## config.mk

```make
export PLATFORM = sky130hd
export DESIGN_NAME = rectify
export DESIGN_NICKNAME = d
export VERILOG_FILES = /design/src/rtl/rectify.sv
export SDC_FILE = /design/constraint.sdc
export NUM_CORES = 1
export LEC_CHECK = 0
export ABC_AREA = 1
export BUFFER_PORTS_ARGS = -buffer_cell sky130_fd_sc_hd__buf_2
export CAP_MARGIN = 20
export CORE_MARGIN = 10
export CORE_UTILIZATION = 40
export DETAILED_ROUTE_END_ITERATION = 10
export PLACE_DENSITY = 0.72
export SYNTH_ARGS = -nofsm -noshare
export SYNTH_HDL_FRONTEND = slang
export SYNTH_SLANG_ARGS = --single-unit
```

## constraint.sdc

```tcl
create_clock -name clk -period 4.4 [get_ports clk]
set_input_delay 0.44 -clock clk [delete_from_list [all_inputs] [get_ports clk]]
set_output_delay 0.44 -clock clk [all_outputs]
set_load 0.02 [all_outputs]
```

## src/rtl/rectify.sv

```systemverilog
// Clamped piecewise-linear activation with a derivative-mask FIFO that gates
// backward errors on their way back to the upstream accumulator.
module rectify #(
  parameter int unsigned      WIDTH = 16,
  parameter logic [WIDTH-1:0] SAT   = 16'h00ff,
  parameter int unsigned      DEPTH = 4
) (
  input  logic             clk,
  input  logic             rst,
  input  logic             en,
  input  logic             arg_valid,
  output logic             arg_ready,
  input  logic [WIDTH-1:0] arg_data,
  output logic             res_valid,
  input  logic             res_ready,
  output logic [WIDTH-1:0] res_data,
  input  logic             err_valid,
  output logic             err_ready,
  input  logic [WIDTH-1:0] err_data,
  output logic             fbk_valid,
  input  logic             fbk_ready,
  output logic [WIDTH-1:0] fbk_data
);

  localparam int unsigned PW   = $clog2(DEPTH);
  localparam logic [PW:0] FULL = DEPTH[PW:0];

  logic [DEPTH-1:0] masks;
  logic [PW-1:0]    wptr;
  logic [PW-1:0]    rptr;
  logic [PW:0]      count;

  logic             lo;
  logic             hi;
  logic [WIDTH-1:0] act;
  logic             msk;
  logic             arg_fire;
  logic             err_fire;
  logic             push;

  // SAT is positive, so once the sign bit is clear an unsigned compare suffices
  always_comb begin
    lo  = arg_data[WIDTH-1] || (arg_data == '0);
    hi  = !arg_data[WIDTH-1] && (arg_data >= SAT);
    act = arg_data;
    msk = 1'b1;
    if (lo) begin
      act = '0;
      msk = 1'b0;
    end else if (hi) begin
      act = SAT;
      msk = 1'b0;
    end
  end

  // Readiness uses the registered count only; a same-cycle pop frees nothing
  assign arg_ready = (!res_valid || res_ready) && (!en || (count < FULL));
  assign err_ready = (!fbk_valid || fbk_ready) && (count != '0);
  assign arg_fire  = arg_valid && arg_ready;
  assign err_fire  = err_valid && err_ready;
  assign push      = arg_fire && en;

  always_ff @(posedge clk) begin
    if (rst) begin
      res_valid <= 1'b0;
      res_data  <= '0;
      fbk_valid <= 1'b0;
      fbk_data  <= '0;
      masks     <= '0;
      wptr      <= '0;
      rptr      <= '0;
      count     <= '0;
    end else begin
      if (arg_fire) begin
        res_valid <= 1'b1;
        res_data  <= act;
      end else if (res_ready) begin
        res_valid <= 1'b0;
      end

      if (err_fire) begin
        fbk_valid <= 1'b1;
        fbk_data  <= masks[rptr] ? err_data : '0;
        rptr      <= rptr + 1'b1;
      end else if (fbk_ready) begin
        fbk_valid <= 1'b0;
      end

      if (push) begin
        masks[wptr] <= msk;
        wptr        <= wptr + 1'b1;
      end

      case ({push, err_fire})
        2'b10:   count <= count + 1'b1;
        2'b01:   count <= count - 1'b1;
        default: count <= count;
      endcase
    end
  end

endmodule

```

# Word-level counts from Yosys, hierarchy flattened
# Cells that the tools add are included.
# word_totals
inputBits,39
out_inout_bits,36
elab_cells,54
regBits,45
# op_classes
eq_ne,2
mux,15
order_cmp,5
addsub,4
n_reduce_logical,20
# ops
cell,count
two-way mux 16 bit,3
>= comparator 16 x 8 -> 1 bit (second input constant),1
zero test 16 bit,1
two-way mux 1 bit,8
logical AND 1 bit,7
less-than comparator 2 x 3 -> 1 bit (second input constant),2
one-hot mux 3 bit (2 select lines),1
nonzero test 2 bit,3
adder 2 x 1 -> 2 bit (second input constant),2
bitwise mux 4 bit,1
zero test 1 bit,4
logical OR 1 bit,4
adder 3 x 1 -> 3 bit (second input constant),1
less-than comparator 3 bit (second input constant),1
nonzero test 3 bit,1
subtractor 3 x 1 -> 3 bit (second input constant),1
binary-select mux 1 bit (select 2 bit),1
demux 1 bit (select 2 bit),1
== test 2 x 1 -> 1 bit (second input constant),1
== test 2 bit (second input constant),1
>= comparator 2 x 1 -> 1 bit (second input constant),1

# Longest topological paths before layout
# logic_depth
word_depth,7
mapped_depth,13
depth_no_buf,12

# Worst setup path before layout
# OpenSTA, ideal clock, no wires.
# synth_path
path_type,input to register
from,input fbk_ready
to,register count[2]
path_buffers,1
path_slack_ns,2.343
path_stages,12
setup_ns,0.122
t_arrival_ns,1.935
required_time_ns,4.278
cell_sequence,nor2_1 -> inv_1 -> nand2_2 -> nor2_4 -> buf_2 -> ha_1 -> inv_1 -> fa_1 -> a21oi_1 -> o21ai_0 -> o21ai_0 -> a21oi_1
# synth_between
elab_chain_len,5
word_cells_on_any_way,7
cone_classes,eq/ne: 2; mux: 1; reduce/logical: 4
# synth_rtl
item,line_no,source
start: declaration,21,"input logic fbk_ready,"
logical OR 1 bit (*),58,assign err_ready = (!fbk_valid || fbk_ready) && (count != '0);
logical AND 1 bit (*),58,
logical AND 1 bit (*),60,assign err_fire = err_valid && err_ready;
net err_fire,38,logic err_fire;
== test 2 x 1 -> 1 bit / == test 2 bit (equally long branches),94,"case ({push, err_fire})"
one-hot mux 3 bit (2 select lines) / nonzero test 2 bit (equally long branches),-,
end signal: assignment,95,2'b10: count <= count + 1'b1;
end signal: assignment,96,2'b01: count <= count - 1'b1;
end signal: assignment,97,default: count <= count;
end: declaration,31,logic [PW:0] count;
# The timed path passes the listed nets; every way through them passes the cells marked *.
# A chain may end at the register's enable or synchronous reset.

# Final worst setup path
# layout_path
from,register count[1]
to,register count[2]
# layout_between
elab_chain_len,7
word_cells_on_any_way,14
cone_classes,add/sub: 2; order compare: 1; eq/ne: 2; mux: 1; reduce/logical: 8
# layout_rtl
item,line_no,source
less-than comparator 3 bit,57,assign arg_ready = (!res_valid || res_ready) && (!en || (count < FULL));
logical OR 1 bit,57,
logical AND 1 bit,57,
logical AND 1 bit,59,assign arg_fire = arg_valid && arg_ready;
logical AND 1 bit,61,assign push = arg_fire && en;
== test 2 x 1 -> 1 bit / == test 2 bit (equally long branches),94,
one-hot mux 3 bit (2 select lines) / nonzero test 2 bit (equally long branches),-,
# Parallel ways exist; a longest one is shown, timed or not.

==> impl_metrics.json <==
{
  "wl_per_cell_um": 11.8,
  "clock_sinks": 45,
  "rr_worst_depth": 11,
  "cts_buffer_depth": 2,
  "syn_area_mm2": 0.00195,
  "nets": 376,
  "drt-total-wl_um": 4720,
  "grt-ovfl-total": 0,
  "hp-class": "in2reg",
  "pin_count": 75,
  "synth_cell_type_count": 21,
  "cts_tree": "built",
  "first_pass_iters": 4,
  "gr-usage-all-layers": 0.112,
  "min_from": "err_data[11]",
  "fin_crit_ns": 2.37,
  "diodes": 0,
  "finalClockSkew_ns": 0.00576,
  "drt_iter0_drc": 91,
  "cts_setup_buffers": 0,
  "fin_setup_tns_ns": 0,
  "antenna_found_initial": 0,
  "worstMarginPinSlew_ns": 0.656,
  "clockRootBuffer": "clkbuf_8",
  "cts_buffers": 5,
  "worstReg2RegEnd": "count[2]$_SDFFE_PP0P_",
  "fill_cells": 470,
  "hold_viol": 0,
  "power_density_mw_per_mm2": 457,
  "arrival_ns": 2.56,
  "synth_top_cells_by_count": "nand2_1 (66), dfxtp_1 (45), a21oi_1 (38)",
  "htree_num_levels": 2,
  "start_util": 0.412,
  "synthArstFlopShare": 0,
  "clk_latency_ns": 0.30,
  "synthTopCellsByArea": "dfxtp_1 (46%), nand2_1 (13%), a21oi_1 (9.8%), inv_1 (5.4%), o21ai_0 (5.4%)",
  "peakVddDrop_mv": 0.259,
  "syn_avg_cell_area_um2": 7.52,
  "dp_cells": 391,
  "crit_path_max_fanout": 35,
  "leakage_nw": 1.16,
  "status": "completed",
  "post-route-period-util": 0.539,
  "syn-num-nets": 304,
  "slew_viol_final": 0,
  "grt_pass1_wl_um": 7670,
  "yosysMostFrequentCell": "nand2_1",
  "cp.required_ns": 4.59,
  "crit_path_end_kind": "flop",
  "ctsResizeCount": 0,
  "vias": 1791,
  "final_core_utilization": 0.517,
  "clk_pin_slew_ns": 0.08,
  "final-instance-count-excl-fill": 399,
  "grt_max_degree": 36,
  "synth_edf_count": 0,
  "dp_hpwl_um": 3630,
  "die_w_um": 89.8,
  "ys_seq_area_frac": 0.462,
  "yosys.area.top_type": "dfxtp_1",
  "core-area_mm2": 0.00472,
  "ys.flop_type": "dfxtp_1",
  "worst_slew_margin_rel": 0.562,
  "r2r_slack_ns": 2.03,
  "port_buffers": 74,
  "grt_pass1_vias": 1751,
  "whs_endpoint": "fbk_data[11]$_SDFFE_PP0P_",
  "place_congestion": 0.763,
  "ys_warn_count": 0,
  "finalSetupViolations": 0,
  "worstReg2RegStart": "count[1]$_SDFFE_PP0P_",
  "whs_path_depth": 3,
  "cts_hold_buf": 0,
  "die_h_um": 89.8,
  "fp.dieArea_mm2": 0.00806,
  "worst_setup_path_start_kind": "flop",
  "grt_setup_unrepaired": "no",
  "vias_per_cell": 4.49,
  "syn_inst": 259,
  "syn2layout_area_growth_pct": 25.2,
  "synth-seq-cells": 45,
  "fmax_ghz": 0.422,
  "synth_top_area_share": 0.462,
  "drcViolationCount": 0,
  "criticalPathCategory": "reg2reg",
  "layout-drive-gt1-share": 0.289,
  "ant_nets": 0,
  "cap_violations": 0,
  "rows": 25
}
cell usage in the layout (no fill, tap or decap):
master    Yosys  layout
ha_1          5       5
nand3_2       1       1
fa_1          1       1
buf_2         2      74
clkbuf_8      0       6
nor2_4        3       3
o21ai_1       3       3
nor2_1       23      23
inv_2         3       3
o21a_1        4       4
o21ai_0      21      21
and2_1        1       1
a21oi_2       2       2
clkinv_2      0       1
nand2_2       4       4
inv_1        28      28
a21oi_1      38      38
nand3_4       1       1
nand2_1      66      66
dfxtp_1      45      45
clkinv_4      0       1
nand3_1       1       1
area by class of cell:
cell class,instances,area (um^2),area share
repair buffers,74,370,0.152
multi-input cells,174,872,0.357
flip-flops and latches,45,901,0.369
clock buffers,6,82.6,0.0338
clock inverters,2,13.8,0.00564
inverters,31,116,0.0477
well taps,67,83.8,0.0344
how the worst max path moves through the flow:
stage,from,to
2_1_floorplan,fbk_ready,count[2]$_SDFFE_PP0P_
6_report,count[1]$_SDFFE_PP0P_,count[2]$_SDFFE_PP0P_
3_5_place_dp,fbk_ready,count[2]$_SDFFE_PP0P_
4_1_cts,count[1]$_SDFFE_PP0P_,count[2]$_SDFFE_PP0P_
5_1_grt,count[1]$_SDFFE_PP0P_,count[2]$_SDFFE_PP0P_
3_3_place_gp,fbk_ready,count[2]$_SDFFE_PP0P_
per-stage QoR:
step / area (um^2) / hold WS, ns / power [W] / worst slack [ns]
floorplan: 1950 / 0.459 / 0.000766 / 2.34
finish: 2440 / 0.381 / 0.00111 / 2.03
global route: 2440 / 0.374 / 0.00119 / 1.79
detailed placement: 2340 / 0.425 / 0.000863 / 1.88
CTS: 2440 / 0.369 / 0.00113 / 2.03
global placement: 2340 / 0.423 / 0.000853 / 1.97
critical path: stages (launching register included):
cell and delay, ns:
dfxtp_1 0.34, inv_1 0.07, nand3_2 0.09, nand2_2 0.07, nor2_4 0.51, ha_1 0.25
inv_1 0.07, fa_1 0.38, a21oi_1 0.15, o21ai_0 0.11, o21ai_0 0.16, a21oi_1 0.06
report_power, final:
| group | internal (W) | switching [W] | total, W | leakage [nW] |
|---|---|---|---|---|
| sequential | 0.000469 | 0.0000299 | 0.000499 | 0.367 |
| clock | 0.000127 | 0.000138 | 0.000265 | 0.0512 |
| combinational | 0.000113 | 0.000237 | 0.000350 | 0.741 |
| total | 0.000709 | 0.000405 | 0.00111 | 1.16 |
state kept, by name (all words and copies together), names as in the netlist:
register / cells
count: 3
fbk_data: 16
fbk_valid: 1
masks: 4
res_data: 16
res_valid: 1
rptr: 2
wptr: 2
logic make-up after synthesis:
family / share of synthesized area
compound gates: 0.184
simple gates: 0.222
fa+ha+maj: 0.0424
flops: 0.462
buf+inv: 0.0899
routing by layer:
metal,vias to the layer above,share of wire,global-route usage
li1,957,-,-
met1,792,0.39,0.105
met2,35,0.53,0.208
met3,7,0.063,0.0457
met4,0,0.020,0.0526
met5,-,0,0
No activity file was read; power rests on OpenSTA's default activity.
